<file path="src/rtl/alu_pkg.sv">
// Shared definitions for the accumulator/carry sequencer.
//   - op_code encodings for adder ops and register-only ops
//   - sequencer state encoding
//   - decimal-adjust constants
//   - helpers that classify an op by the number of adder passes it needs
package alu_pkg;

   localparam logic [3:0] ADD = 4'd0;
   localparam logic [3:0] SUB = 4'd1;
   localparam logic [3:0] IAC = 4'd2;
   localparam logic [3:0] DAC = 4'd3;
   localparam logic [3:0] DAA = 4'd4;
   localparam logic [3:0] CLC = 4'd5;
   localparam logic [3:0] STC = 4'd6;
   localparam logic [3:0] CMC = 4'd7;
   localparam logic [3:0] CMA = 4'd8;
   localparam logic [3:0] RAL = 4'd9;
   localparam logic [3:0] RAR = 4'd10;
   localparam logic [3:0] LD  = 4'd11;
   localparam logic [3:0] CLB = 4'd12;

   typedef enum logic [1:0] {
      IDLE  = 2'd0,
      PASS1 = 2'd1,
      PASS2 = 2'd2
   } state_t;

   localparam int DAA_THRESH = 9;
   localparam int DAA_ADJ    = 6;

   // ADD/SUB must fold the old carry in with a second pass because the
   // external adder has no carry-in.
   function automatic logic is_two_pass(input logic [3:0] op);
      return (op == ADD) || (op == SUB);
   endfunction

   function automatic logic is_one_pass(input logic [3:0] op);
      return (op == IAC) || (op == DAC) || (op == DAA);
   endfunction

endpackage

</file>
<file path="src/rtl/alu_daa_detect.sv">
// Decimal-adjust detector.
//   acc    in  WORD_WIDTH  current accumulator
//   cy     in  1           current carry
//   adjust out WORD_WIDTH  value to add: DAA_ADJ when acc exceeds DAA_THRESH
//                          or carry is set, otherwise zero
module alu_daa_detect
   import alu_pkg::*;
#(
   parameter int WORD_WIDTH = 4
) (
   input  logic [WORD_WIDTH-1:0] acc,
   input  logic                  cy,
   output logic [WORD_WIDTH-1:0] adjust
);

   assign adjust = ((int'(acc) > DAA_THRESH) || cy) ? WORD_WIDTH'(DAA_ADJ) : '0;

endmodule

</file>
<file path="src/rtl/alu_acc_seq.sv">
// Accumulator/carry sequencer driving an external carry-less adder.
// Holds ACC and CY, runs adder ops in one or two passes, and executes
// register-only ops directly at the accept edge.
//   clk, rst         clock; asynchronous active-high reset
//   op_valid/ready   op handshake (accept when both high at a rising edge)
//   op_code, op_r    operation and register operand, latched at accept
//   add_a, add_b     adder operands (combinational, zero when idle)
//   add_sum,add_cout adder result
//   acc, cy          registered accumulator and carry
//   done             one-cycle pulse after an op commits
module alu_acc_seq
   import alu_pkg::*;
#(
   parameter int WORD_WIDTH = 4
) (
   input  logic                  clk,
   input  logic                  rst,
   input  logic                  op_valid,
   output logic                  op_ready,
   input  logic [3:0]            op_code,
   input  logic [WORD_WIDTH-1:0] op_r,
   output logic [WORD_WIDTH-1:0] add_a,
   output logic [WORD_WIDTH-1:0] add_b,
   input  logic [WORD_WIDTH-1:0] add_sum,
   input  logic                  add_cout,
   output logic [WORD_WIDTH-1:0] acc,
   output logic                  cy,
   output logic                  done
);

   state_t                  state_q, state_d;
   logic [WORD_WIDTH-1:0]   acc_q, acc_d;
   logic                    cy_q, cy_d;
   logic [WORD_WIDTH-1:0]   t_q, t_d;      // first-pass sum
   logic                    c1_q, c1_d;    // first-pass carry
   logic [3:0]              op_q, op_d;
   logic [WORD_WIDTH-1:0]   r_q, r_d;
   logic                    done_q, done_d;
   logic [WORD_WIDTH-1:0]   daa_adj;

   alu_daa_detect #(.WORD_WIDTH(WORD_WIDTH)) u_daa (
      .acc    (acc_q),
      .cy     (cy_q),
      .adjust (daa_adj)
   );

   always_ff @(posedge clk or posedge rst) begin
      if (rst) begin
         state_q <= IDLE;
         acc_q   <= '0;
         cy_q    <= 1'b0;
         t_q     <= '0;
         c1_q    <= 1'b0;
         op_q    <= '0;
         r_q     <= '0;
         done_q  <= 1'b0;
      end else begin
         state_q <= state_d;
         acc_q   <= acc_d;
         cy_q    <= cy_d;
         t_q     <= t_d;
         c1_q    <= c1_d;
         op_q    <= op_d;
         r_q     <= r_d;
         done_q  <= done_d;
      end
   end

   always_comb begin
      state_d = state_q;
      acc_d   = acc_q;
      cy_d    = cy_q;
      t_d     = t_q;
      c1_d    = c1_q;
      op_d    = op_q;
      r_d     = r_q;
      done_d  = 1'b0;
      add_a   = '0;
      add_b   = '0;

      case (state_q)
         IDLE: begin
            if (op_valid) begin
               op_d = op_code;
               r_d  = op_r;
               if (is_two_pass(op_code) || is_one_pass(op_code)) begin
                  state_d = PASS1;
               end else begin
                  // Register ops (and undefined codes) commit right here.
                  done_d = 1'b1;
                  case (op_code)
                     CLC:     cy_d = 1'b0;
                     STC:     cy_d = 1'b1;
                     CMC:     cy_d = ~cy_q;
                     CMA:     acc_d = ~acc_q;
                     RAL:     {cy_d, acc_d} = {acc_q, cy_q};
                     RAR:     {acc_d, cy_d} = {cy_q, acc_q};
                     LD:      acc_d = op_r;
                     CLB: begin
                        acc_d = '0;
                        cy_d  = 1'b0;
                     end
                     default: ;
                  endcase
               end
            end
         end

         PASS1: begin
            add_a = acc_q;
            case (op_q)
               ADD, SUB: begin
                  // SUB adds the one's complement; the carry pass supplies the +1.
                  add_b   = (op_q == SUB) ? ~r_q : r_q;
                  t_d     = add_sum;
                  c1_d    = add_cout;
                  state_d = PASS2;
               end
               IAC, DAC: begin
                  add_b   = (op_q == IAC) ? WORD_WIDTH'(1) : '1;
                  acc_d   = add_sum;
                  cy_d    = add_cout;
                  done_d  = 1'b1;
                  state_d = IDLE;
               end
               DAA: begin
                  // DAA can set the carry but never clears it.
                  add_b   = daa_adj;
                  acc_d   = add_sum;
                  cy_d    = cy_q | add_cout;
                  done_d  = 1'b1;
                  state_d = IDLE;
               end
               default: state_d = IDLE;
            endcase
         end

         PASS2: begin
            // Only one of the two passes can carry, so OR-ing them is exact.
            add_a   = t_q;
            add_b   = {{(WORD_WIDTH-1){1'b0}}, cy_q};
            acc_d   = add_sum;
            cy_d    = c1_q | add_cout;
            done_d  = 1'b1;
            state_d = IDLE;
         end

         default: state_d = IDLE;
      endcase
   end

   assign op_ready = (state_q == IDLE);
   assign acc      = acc_q;
   assign cy       = cy_q;
   assign done     = done_q;

endmodule

</file>
<file path="config.mk">
export PLATFORM = sky130hd
export DESIGN_NAME = alu_acc_seq
export DESIGN_NICKNAME = d
export VERILOG_FILES = /design/src/rtl/alu_pkg.sv /design/src/rtl/alu_daa_detect.sv /design/src/rtl/alu_acc_seq.sv
export SDC_FILE = /design/constraint.sdc
export NUM_CORES = 1
export LEC_CHECK = 0
export ABC_AREA = 1
export ABC_CLOCK_PERIOD_IN_PS = 1400
export CAP_MARGIN = 0
export CORE_UTILIZATION = 48
export CTS_BUF_LIST = sky130_fd_sc_hd__clkbuf_2
export CTS_CLUSTER_DIAMETER = 150
export DETAILED_ROUTE_END_ITERATION = 7
export PLACE_DENSITY = 0.87
export SYNTH_ARGS = -nofsm -noshare
export SYNTH_HDL_FRONTEND = slang
export SYNTH_SLANG_ARGS = --single-unit
</file>
<file path="constraint.sdc">
create_clock -name clk -period 1.4 [get_ports clk]
set_input_delay 0.21 -clock clk [delete_from_list [all_inputs] [get_ports clk]]
set_output_delay 0.21 -clock clk [all_outputs]
set_load 0.01 [all_outputs]
</file>
Word level (Yosys, flattened, before mapping)
Cells that the tools add are included.
Word-level totals
  output and inout bits: 15
  register bits: 21
  word-level logic and storage cells: 81
  input bits: 16
Cells by class
  equal/unequal tests: 25
  muxes and demuxes: 24
  reductions and logical operators: 18
  order comparisons: 1
  bitwise logic cells: 5
Operators with widths (number)
  one-hot mux 4 bit (3 select lines): 2
  equality test 4 x 3 -> 1 bit, second input constant: 5
  equality test 4 bit, second input constant: 5
  two-way mux 4 bit: 5
  one-hot mux 4 bit (5 select lines): 1
  equality test 4 x 2 -> 1 bit, second input constant: 4
  one-hot mux 4 bit (2 select lines): 2
  AND reduction 5 bit: 2
  equality test 4 x 1 -> 1 bit, second input constant: 2
  logical NOT 4 bit: 2
  NOT 4 bit: 2
  two-way mux 2 bit: 3
  != test 2 bit, second input constant: 3
  != test 6 x 1 -> 1 bit, second input constant: 1
  != test 6 x 2 -> 1 bit, second input constant: 1
  one-hot mux 1 bit (3 select lines): 2
  AND reduction 2 bit: 3
  OR reduction 2 bit: 3
  logical OR 1 bit: 5
  two-way mux 1 bit: 5
  one-hot mux 1 bit (5 select lines): 1
  greater-than comparator 4 bit, second input constant: 1
  one-hot mux 2 bit (2 select lines): 1
  two-way mux 3 bit: 1
  other kinds (10): 11

Depth between registers and ports, before layout
  depth in word-level cells: 7
  depth in mapped cells: 11
  mapped depth without buffers: 11

Cells and area by module
From an unflattened synthesis, not the netlist that was laid out.
Second synthesis, totals
  cell total of the unflattened synthesis: 231
  area, all modules: 1574.0 um^2
By module, submodules not included
  alu_acc_seq: cells each 224, times used 1, seq. area each 525.5 um^2, area each 1535.2 um^2
  alu_daa_detect: cells each 7, times used 1, seq. area each 0.0 um^2, area each 38.8 um^2

Least setup slack after synthesis
Ideal clock, no wire load.
  path kind: reg2out
  start point: register state_q[1]
  end point: output port add_b[3]
  path slack: -0.153 ns
  arrival time: 1.343 ns
  required time: 1.190 ns
  path buffers: 0
  cell stages (with the launch flop): 5
  path through: dfrtp_1 inv_1 ha_1 nand2_1 nor4_1
On the way
  word-level cells in the longest chain between the ends: 2
  elaborated cells on any way between the ends: 3
  classes of those cells: eq/ne: 2; mux: 1
RTL lines
  start: declaration: RTL line alu_acc_seq.sv:31  | state_t state_q, state_d;
  start signal: assignment: RTL line alu_acc_seq.sv:58  | state_q <= state_d;
  equality test 2 bit / equality test 2 x 1 -> 1 bit (equally long branches): RTL line alu_acc_seq.sv:81  | case (state_q)
  one-hot mux 4 bit (2 select lines) *: RTL line alu_acc_seq.sv:81
  end: declaration: RTL line alu_acc_seq.sv:23  | output logic [WORD_WIDTH-1:0] add_b,
Mark *: on every way between the ends. The rest lies on a longest branch, timed or not.

Worst setup path in the final report
Ends and elaborated chain as after synthesis.

==> Implementation_results.wiki <==
{| class="wikitable"
! Metric !! Value
|-
| Run status || complete, but fails checks
|-
| Violations in the final reports || setup timing
|-
| CTS clk-pin slew, worst paths || 220 ps
|-
| Sequential fraction of design power || 21.0%
|-
| Clock latency on the worst-skew pair || 360 ps
|-
| Terminus of the critical flop-to-flop path || cy$_DFFE_PP0P_
|-
| Number of endpoints with negative hold slack in the final report || 0
|-
| Final min period || around 1900 ps
|-
| Largest delay contributor family on the critical path || flip-flops
|-
| Static Leakage || 1.26 nW
|-
| Data arrival time of the critical path || 1710 ps
|-
| Leading area contributor after synthesis || dfrtp_1
|-
| Worst endpoint required time || around 1200 ps
|-
| Antenna diode count || 0
|-
| Worst Path Buf+Inv || 2
|-
| Height of the die || about 60 um
|-
| Yosys top cell area share || 33.8%
|-
| Total gr overflow || 0
|-
| Die W || between 50 and 60 um
|-
| Largest buffer count on any clock path || 2
|-
| Most frequently used flop master after synthesis || dfrtp_1
|-
| Power share of the combinational group || ~74%
|-
| Internal || 2.82 mW
|-
| Syn. warnings || 0
|-
| Slew at the pin with the worst max-slew slack || approximately 400 ps
|-
| Switching fraction of total power || 47.3%
|-
| CTS tree || yes
|-
| Initial antenna violation count || 0
|-
| Number of enable-type register cells in the synthesized netlist || 0
|-
| Largest net degree at the start of global routing || 22
|-
| Post-route DRC || 0
|-
| Clock tree sinks || 21
|-
| Setup repair after global routing missed its margin || yes
|-
| Number of cells in the finished layout apart from fillers || about 340
|-
| Deepest level of the CTS H-tree || 1
|-
| Cells after Synth || 225
|-
| Endpoints failing setup || 16
|-
| Max transition margin || about 73%
|-
| Critical Path Sink Type || output pin
|-
| Min-Delay Path Class || in -> async
|-
| Number of ports placed on the die boundary || 31
|-
| Total GRT Usage || between 30% and 40%
|-
| Instance count on the critical path || 5
|-
| Number of detailed-route iterations in the first pass || 4
|-
| VDD IR-drop max || 0.00127 V
|-
| Total number of vias || ~1800
|-
| First-iteration detailed-routing DRC count || 119
|-
| Via density per instance || 5.36
|-
| Post-Place Cells || ~330
|-
| Die area || ~3500 um^2
|-
| Worst Setup Start Kind || register
|-
| RD Place Congestion || 0.921
|-
| Total power divided by cell area || roughly 2200 nW/um^2
|-
| Critical register-to-register path startpoint || state_q[1]$_DFFE_PP0P_
|-
| Layout cell share with drive strength beyond 1 || 38.0%
|-
| Sw power || 2.54 mW
|-
| Post-route worst setup slack || -516 ps
|-
| Post-route clock skew || ~2.0 ps
|-
| Post-synthesis async set-or-reset flop share || 100%
|-
| Routed wire per std cell || 15.3 um
|-
| Commonest cells after routing, fill and taps aside || 59 x nand2_1, 36 x buf_4, 21 x inv_1, 21 x dfrtp_1, 18 x nor2_1
|-
| Synthesized net count || 246
|-
| Number of distinct standard cells referenced by the synthesized netlist || 26
|-
| Total power || 5.36 mW
|-
| Worst r2r path cells || 12
|-
| Final worst path period share || 137%
|-
| Standard cell area after detailed placement || 2170 um^2
|-
| Type of the worst setup path || reg -> out
|-
| Antenna violation net count after detailed routing || 0
|-
| Pre-CTS setup slack || -514 ps
|-
| Num CTS Buffers || 3
|-
| Slowest stage delay, CP || ~420 ps
|-
| Cells traversed along the worst timing path || inv_2 > ha_4 > nand2_4 > nor4_2 > buf_2
|-
| Area of all placed cells without fillers || between 2000 and 2500 um^2
|-
| Proportion of power drawn by the clock network || around 5.4%
|-
| Seq cells post-synth || 21
|-
| Achievable clock frequency || 522 MHz
|-
| Initial core utilization || 50.9%
|-
| Clk root buf || clkbuf_2
|-
| Minimum setup slack among reg-to-reg paths || -190 ps
|-
| Commonest non-fill, non-tap cell in the layout || nand2_1
|-
| Cells taking the most area after synthesis || dfrtp_1 34%, nand2_1 16%, o21ai_0 7.4%, nand3_1 7.1%, inv_1 6.8%
|-
| Number of global-route vias before repair || between 1500 and 2000
|-
| Largest driver fanout on the critical path || 7
|-
| Detailed placement HPWL || 3.20 mm
|-
| Max stage delay cell, worst path || dfrtp_1
|-
| Placement row count || 20
|-
| Syn_area_per_cell || 6.91 um^2
|-
| Fraction of the yosys area taken by sequential cells || 33.8%
|-
| Placeable core region || 3050 um^2
|-
| Synthesis-to-layout area growth || 53.7%
|-
| Cell area after synthesis || 1550 um^2
|-
| Reported max-cap violation count || 0
|-
| Number of port buffers || 30
|-
| First-pass GRT wire length || 7.77 mm
|-
| Routed wire length || 5.26 mm
|-
| Final Max Tran Viols || 0
|-
| Number of nets in the layout || 322
|}
what timing repair did:
action,in CTS,in global routing
pin swaps,9,9
resized for setup,74,46
buffers inserted,9,4
endpoints found under the setup margin,31,33
hold buffers,0,0
synthesized netlist by cell type (2+ instances only):
master / instances
dfrtp_1: 21
o21ai_1: 2
xnor2_1: 2
inv_2: 4
ha_1: 5
nor3_1: 3
mux2_2: 2
nand3_1: 22
nand2_1: 65
nor2_2: 3
nor2_1: 20
nor2_8: 2
o21ai_0: 23
clkbuf_1: 2
a21oi_1: 6
nor2_4: 3
nand2_2: 2
inv_1: 28
nand3_2: 2
nand4_1: 2
routing by layer:
metal  vias to the layer above  share of wire, %  global-route usage, %
met1                       848                39                   35.8
met3                        29               5.5                   5.05
li1                        870                 -                      -
met5                         -                 0                      0
met4                         0               4.8                   16.0
met2                        97                51                   54.2
worst register-to-register path, stage by stage (launching register included):
cell     delay, ps
dfrtp_1        450
inv_2          120
ha_4           240
buf_6          130
nand2_4         60
buf_6          100
nand2_2         40
nand2_1         60
o21ai_1         60
a21oi_1        110
nand2_1         60
nand2_1         50
nand2_1         50
cell families (layout without fill, tap and decap cells):
kind of cell | count (synthesis) | after routing | share of synthesized area [%]
multiplexers | 2 | 2 | 1.45
flip-flops | 21 | 21 | 33.8
AND/OR/NAND/NOR | 128 | 128 | 40.4
AO/OA/AOI/OAI | 31 | 31 | 9.98
adder cells (fa/ha/maj) | 5 | 5 | 4.03
XOR/XNOR | 2 | 2 | 1.13
buffers and inverters | 36 | 111 | 9.18
final cells by class:
| class | instances | area, um^2 |
|---|---|---|
| clock buffer | 4 | 20.0 |
| fill | 222 | 664 |
| inverter | 33 | 124 |
| tap | 44 | 55.1 |
| sequential | 21 | 526 |
| multi-input combinational | 168 | 1040 |
| timing repair buffer | 74 | 621 |
through the flow:
step / util, % / hold WS (ps) / TNS, ps
floorplan: - / 187 / -154
global placement: 71.1 / 470 / -4860
finish: 78.2 / 149 / -4570
CTS: 74.6 / 188 / -3780
global route: 78.2 / 130 / -6280
detailed placement: 71.1 / 475 / -5280
power groups by stage:
stage	sequential [mW]	combinational [mW]	clock [mW]
floorplan	1.14	1.56	0
global placement	1.07	2.95	0
detailed placement	1.09	3.03	0
CTS	1.07	3.32	0.276
global route	1.14	4.26	0.327
finish	1.12	3.94	0.292
sequential cells by signal, indices dropped and copies added (netlist names):
| signal | flops |
|---|---|
| r_q | 4 |
| t_q | 4 |
| op_q | 4 |
| acc | 4 |
| cy | 1 |
| done | 1 |
| state_q | 2 |
| c1_q | 1 |
worst max-delay path by stage:
stage | from | end | slack (ps)
final | state_q[1]$_DFFE_PP0P_ | add_b[3] | -520
after global routing | state_q[1]$_DFFE_PP0P_ | add_b[3] | -590
after floorplan | state_q[1]$_DFFE_PP0P_ | add_b[3] | -30
after global placement | state_q[0]$_DFFE_PP0P_ | add_b[3] | -460
after detailed placement | state_q[1]$_DFFE_PP0P_ | add_b[3] | -510
after CTS | state_q[1]$_DFFE_PP0P_ | add_b[3] | -390
Power figures use the tool's default switching activity.
